[config.mk]
export PLATFORM = sky130hd
export DESIGN_NAME = sga_render_sequencer
export DESIGN_NICKNAME = d
export VERILOG_FILES = /design/src/rtl/sga_render_sequencer.sv
export SDC_FILE = /design/constraint.sdc
export NUM_CORES = 1
export LEC_CHECK = 0
export BUFFER_PORTS_ARGS = -buffer_cell sky130_fd_sc_hd__buf_2
export CORE_MARGIN = 1
export CORE_UTILIZATION = 55
export DETAILED_ROUTE_END_ITERATION = 16
export GPL_TIMING_DRIVEN = 0
export PLACE_DENSITY = 0.79
export SYNTH_ARGS = -nofsm -noshare
export SYNTH_HDL_FRONTEND = slang
export SYNTH_SLANG_ARGS = --single-unit
[constraint.sdc]
create_clock -name clock -period 5 [get_ports clock]
set_input_delay 0.5 -clock clock [delete_from_list [all_inputs] [get_ports clock]]
set_output_delay 0.5 -clock clock [all_outputs]
set_load 0.02 [all_outputs]
[src/rtl/sga_render_sequencer.sv]
// sga_render_sequencer: per request clears the framebuffer, draws the apple, then draws the snake head and body.
module sga_render_sequencer #(
    parameter int COORD_W = 4,
    parameter int SIZE_W  = 6
) (
    input  logic                 clock,
    input  logic                 restart_n,
    input  logic                 render_start,
    input  logic [SIZE_W-1:0]    snake_size,
    input  logic [COORD_W-1:0]   apple_x,
    input  logic [COORD_W-1:0]   apple_y,
    output logic [SIZE_W-1:0]    body_rd_addr,
    input  logic [COORD_W-1:0]   body_x,
    input  logic [COORD_W-1:0]   body_y,
    output logic [2*COORD_W-1:0] fb_addr,
    output logic [1:0]           fb_data,
    output logic                 fb_we,
    input  logic                 fb_ack,
    output logic                 busy,
    output logic                 render_finish,
    output logic [2:0]           db_state
);
    typedef enum logic [2:0] {
        IDLE      = 3'd0,
        CLEAR     = 3'd1,
        APPLE_WR  = 3'd2,
        BODY_RD   = 3'd3,
        BODY_WAIT = 3'd4,
        BODY_WR   = 3'd5,
        DONE      = 3'd6
    } state_t;
    state_t state, state_nx;
    logic [2*COORD_W-1:0] cnt;
    logic [SIZE_W-1:0] size_q, idx;
    logic [COORD_W-1:0] ax, ay, bx, by;
    logic last_seg;
    assign last_seg = idx == size_q - SIZE_W'(1);
    always_ff @(posedge clock) begin
        if (!restart_n) state <= IDLE;
        else            state <= state_nx;
    end
    always_comb begin
        state_nx = state;
        case (state)
            IDLE:      state_nx = render_start ? CLEAR : IDLE;
            CLEAR:     state_nx = (fb_ack && &cnt) ? APPLE_WR : CLEAR;
            APPLE_WR:  state_nx = fb_ack ? (size_q != '0 ? BODY_RD : DONE) : APPLE_WR;
            BODY_RD:   state_nx = BODY_WAIT;
            BODY_WAIT: state_nx = BODY_WR;
            BODY_WR:   state_nx = fb_ack ? (last_seg ? DONE : BODY_RD) : BODY_WR;
            default:   state_nx = IDLE;
        endcase
    end
    always_comb begin
        fb_we         = state == CLEAR || state == APPLE_WR || state == BODY_WR;
        fb_addr       = state == CLEAR ? cnt : state == APPLE_WR ? {ay, ax} : state == BODY_WR ? {by, bx} : '0;
        fb_data       = state == APPLE_WR ? 2'b11 : state == BODY_WR ? (idx == '0 ? 2'b10 : 2'b01) : 2'b00;
        busy          = state != IDLE;
        render_finish = state == DONE;
        db_state      = state;
        body_rd_addr  = idx;
    end
    // index returns to 0 after the last segment so the read address rests at the head between frames
    always_ff @(posedge clock) begin
        if (!restart_n) begin
            cnt    <= '0;
            idx    <= '0;
            size_q <= '0;
            ax     <= '0;
            ay     <= '0;
            bx     <= '0;
            by     <= '0;
        end else begin
            if (state == IDLE && render_start) begin
                size_q <= snake_size;
                ax     <= apple_x;
                ay     <= apple_y;
                cnt    <= '0;
                idx    <= '0;
            end
            if (state == CLEAR && fb_ack) cnt <= cnt + (2*COORD_W)'(1);
            if (state == BODY_WAIT) begin
                bx <= body_x;
                by <= body_y;
            end
            if (state == BODY_WR && fb_ack) idx <= last_seg ? '0 : idx + SIZE_W'(1);
        end
    end
endmodule

Word-level counts from Yosys, hierarchy flattened
Cells that the tools add are included.
{ "word_totals": {"mem_bits_rw": 0, "memories": 0, "out_inout_bits": 22, "in_bits": 26, "regBits": 39, "latch_bits": 0, "word_cells": 49, "mem_bits_ro": 0} }
{ "classes": {"add_sub_neg": 3, "multipliers": 0, "reduce_logical": 13, "n_eq_ne": 7, "n_mux": 18, "bitwise": 0, "magnitude_cmp": 0, "n_shift": 0, "div_mod_pow": 0} }
{ "ops": {"columns": ["op", "n"], "rows": [
  ["$mux W8", 5],
  ["$mux W6", 3],
  ["$pmux W3 S6", 1],
  ["$mux W3", 4],
  ["$eq A3 B3 Y1 const B", 3],
  ["$add A8 B1 Y8 const B", 1],
  ["$mux W2", 4],
  ["$reduce_and A8 Y1", 1],
  ["$add A6 B1 Y6 const B", 1],
  ["$eq A3 B2 Y1 const B", 2],
  ["$eq A6 B6 Y1", 1],
  ["$logic_not A6 Y1", 1],
  ["$reduce_bool A6 Y1", 1],
  ["$sub A6 B1 Y6 const B", 1],
  ["$logic_and A1 B1 Y1", 4],
  ["$reduce_bool A2 Y1", 2],
  ["$eq A3 B1 Y1 const B", 1],
  ["$logic_not A3 Y1", 1],
  ["$reduce_bool A3 Y1", 1],
  ["$logic_or A1 B1 Y1", 2],
  ["$mux W1", 1]
]} }

Logic depth before layout (Yosys ltp)
{ "logic_depth": {"depth_word": 5, "mapped_depth": 7} }

Least setup slack after synthesis
No wires, ideal clock.
{ "synth_timing": {"path_kind": "reg2out", "startpoint": "reg state[1], in the netlist db_state[1]", "endpoint": "out fb_addr[0]", "arrival_time_ns": 1.646, "n_path_buf": 2, "stages_incl_launch_ff": 6, "setup_slack_ns": 2.854, "required_time_ns": 4.500, "path_cell_list": "dfxtp_1 buf_2 nor2b_1 clkbuf_1 a22oi_1 o21ai_0"} }
{ "synth_between": {"elab_chain_cells": 4} }
{ "synth_rtl": {"columns": ["item", "line_no", "rtl"], "rows": [
  ["from (decl)", "32", "state_t state, state_nx;"],
  ["from (signal assigned)", "40", "else state <= state_nx;"],
  ["$eq A3 B3 Y1", "56", "fb_addr = state == CLEAR ? cnt : state == APPLE_WR ? {ay, ax} : state == BODY_WR ? {by, bx} : '0;"],
  ["$mux W8 (2 in series)", "56", null],
  ["$mux W8 (*)", "56", null],
  ["to (decl)", "15", "output logic [2*COORD_W-1:0] fb_addr,"]
]} }
Mark *: on every way between the ends. The rest lies on a longest branch, timed or not.

Worst setup path in the final report
{ "layout_timing": {"startpoint": "reg state[0], in the netlist db_state[0]", "endpoint": "out fb_data[1]"} }
{ "layout_between": {"elab_chain_cells": 3} }
{ "layout_rtl": {"columns": ["item", "line_no", "rtl"], "rows": [
  ["$eq A3 B3 Y1", "57", "fb_data = state == APPLE_WR ? 2'b11 : state == BODY_WR ? (idx == '0 ? 2'b10 : 2'b01) : 2'b00;"],
  ["$mux W2", "57", null],
  ["$mux W2 (*)", "57", null],
  ["to (decl)", "16", "output logic [1:0] fb_data,"]
]} }
Marked as above.

==> impl_metrics.yaml <==
clock_network:
  cts_tree: "yes"
  clock_latency_ps: 280
  cts_resized: 0
  clockBufferDepth: 2
  post_cts_buffers: 0
  h-tree-depth: 2
  numCtsBuffers: 5
  clock-root-buffer: "clkbuf_8"
  clock-sinks: 39
  clkTransAtPathRegs_ps: 70
  cts_hold_buf: 0
floorplanning:
  die_h_um: 65.9
  io_pins: 48
  initial_core_util: 0.591
  core_area_mm2: 0.00380
  dieArea_mm2: 0.00434
  num_rows: 22
  die_w_um: 65.9
global_route:
  antenna_found_initial: 0
  grt_overflow_total: 0
  grt_pass1_vias: 1839
  groute.usage.overall: 0.266
  grt_first_pass_wirelength_um: 8600
  grt_max_degree: 12
routing:
  drc: 0
  antenna_left: 0
  wire_per_inst_um: 14.1
  vias: 2097
  via_per_inst: 5.55
  first_pass_iters: 4
  drt-total-wl_um: 5350
  drt_iter0_drc: 225
synth:
  ys_top_cells_by_area: "dfxtp_1 (35%), nand2_1 (9.5%), a21boi_0 (5.0%)"
  syn_avg_cell_area_um2: 8.13
  ys_types: 45
  synth_nets: 307
  synth_top_area_cell: "dfxtp_1"
  synthTopCellsByCount: "nand2_1 (57), dfxtp_1 (39), a21boi_0 (15), o21ai_0 (15), nor2b_1 (14)"
  synth_top_area_share: 0.348
  synth_cells: 276
  syn-cell-area_mm2: 0.00224
  yosys_warnings: 0
  yosysSeqAreaShare: 0.348
  yosys_register_bits: 39
  yosysMostFrequentCell: "nand2_1"
  synth-main-ff-cell: "dfxtp_1"
  synthArstFlopShare: 0
  synth_edf_count: 0
sta:
  max-slew-margin-rel: 0.605
  setup_ws_ps: 2540
  period_needed_ps: 2460
  setup_tns_ps: 0
  finalSetupViolCount: 0
  hold_violations: 0
  slew_violations: 0
  finClkSkew_ps: 7.30
  worst_pin_slew_ps: 592
  rsz0062_at_grt: "no"
  max_freq_ghz: 0.406
  fin_crit_sh: 0.493
pwr:
  leakage_uw: 0.00109
  p_per_area_mw_per_mm2: 235
  total_power_uw: 615
  vdd_ir_drop_max_mv: 0.181
setup_path:
  end_kind: "primary output"
  path_cells: "buf_4 > and3b_1 > clkbuf_1 > nand3_1 > o21ai_0 > buf_2"
  cp_max_fo: 10
  required_ps: 4500
  critPathArrivalTime_ps: 1960
  cp-start-kind: "register"
  crit_type: "register to primary output"
  slowest_stage: "clkbuf_1"
  critical-path-max-stage-delay_ps: 480
placement:
  pre_cts_slack_ps: 2880
  hpwl_um: 3860
  gp_congestion: 0.882
  io_buffers: 46
  post_dp_cell_area_mm2: 0.00253
worst_hold_path:
  holdCritPathClass: "primary input to register"
outcome:
  status: "complete, no violations"
finish:
  drive_gt1_frac: 0.215
  num_antenna_cells: 0
  fin_nets: 360
  area_growth_pct: 16.6
  fillers: 338
  design_area_mm2: 0.00262
run:
  drv_cap: 0
-- power breakdown --
part | total (uW) | internal, uW | switching [uW]
logic | 86.0 | 35.3 | 50.7
clock network | 202 | 97.9 | 105
registers | 326 | 319 | 7.64
-- routing by layer --
metal	vias up	GRT usage	routed length (um)
met4	0	0.0870	33
met3	4	0.0362	232
li1	1051	-	-
met2	51	0.401	2470
met1	991	0.385	2610
met5	-	0	0
-- final timing paths --
path                          startpoint                      to  slack (ps)  cells past startpoint
hold reg to reg       ax[0]$_SDFFE_PN0P_      ax[0]$_SDFFE_PN0P_         470                      2
hold / removal                apple_y[3]      ay[3]$_SDFFE_PN0P_         460                      3
setup reg to reg  size_q[0]$_SDFFE_PN0P_  db_state[0]$_SDFF_PN0_        3200                      7
setup / recovery  db_state[0]$_SDFF_PN0_              fb_data[1]        2540                      6
-- worst max-delay path: cells and delay by family, from the launching register on --
kind                   cells  cell delay [ps]
buffers and inverters      3              840
AND/OR/NAND/NOR            2              380
flip-flops                 1              360
AO/OA/AOI/OAI              1              100
-- placed cells by master (no fill, tap or decap), types with 2 or more instances in the layout --
| cell type | netlist | layout |
|---|---|---|
| nand2b_1 | 4 | 4 |
| a31oi_1 | 2 | 2 |
| buf_2 | 6 | 52 |
| clkbuf_8 | 0 | 5 |
| nor3_2 | 3 | 3 |
| a21oi_1 | 5 | 5 |
| o21ai_0 | 15 | 15 |
| a21boi_1 | 6 | 6 |
| nand2_1 | 57 | 57 |
| dfxtp_1 | 39 | 39 |
| o31ai_1 | 2 | 2 |
| inv_1 | 7 | 7 |
| nor2_1 | 12 | 12 |
| and3b_1 | 2 | 2 |
| xor2_1 | 6 | 6 |
| o221ai_1 | 4 | 4 |
| buf_4 | 2 | 2 |
| nor3b_1 | 2 | 2 |
| a22oi_1 | 8 | 8 |
| nor3_1 | 3 | 3 |
| nor2b_1 | 14 | 14 |
| ha_1 | 5 | 5 |
| clkbuf_1 | 8 | 10 |
| nand3_1 | 7 | 7 |
| and3_1 | 3 | 3 |
| mux2i_1 | 11 | 11 |
| a21boi_0 | 15 | 15 |
| and2_1 | 8 | 8 |
| o211ai_1 | 3 | 3 |
-- final cells by class --
| class | instances | area [um2] | share of cell area |
|---|---|---|---|
| Multi-Input combinational cell | 212 | 1350 | 0.517 |
| Sequential cell | 39 | 781 | 0.299 |
| Timing Repair Buffer | 46 | 230 | 0.0880 |
| Buffer | 18 | 83.8 | 0.0321 |
| Clock buffer | 7 | 76.3 | 0.0292 |
| Tap cell | 48 | 60.1 | 0.0230 |
| Inverter | 7 | 26.3 | 0.0100 |
| Clock inverter | 1 | 5.00 | 0.00191 |
-- stage by stage --
step                hold WS, ps  cells   util
global placement            453    370  0.667
floorplan                   444    276      -
finish                      463    378  0.688
global route                459    378  0.688
detailed placement          459    370  0.667
CTS                         456    378  0.688
-- kinds of logic (layout without fill, tap and decap cells) --
| kind of cell | count (synthesis) | count (layout) | synth area share |
|---|---|---|---|
| compound gates | 66 | 66 | 0.218 |
| mux | 11 | 11 | 0.0491 |
| buf+inv | 25 | 79 | 0.0491 |
| fa+ha+maj | 5 | 5 | 0.0279 |
| flops | 39 | 39 | 0.348 |
| xor+xnor | 9 | 9 | 0.0418 |
| simple gates | 121 | 121 | 0.266 |
-- sequential cells by signal (all words and copies together) (netlist names) --
register,count
cnt,8
size_q,6
ay,4
ax,4
bx,4
db_state,3
by,4
body_rd_addr,6
Note: power is estimated with default switching activity, not from simulation.
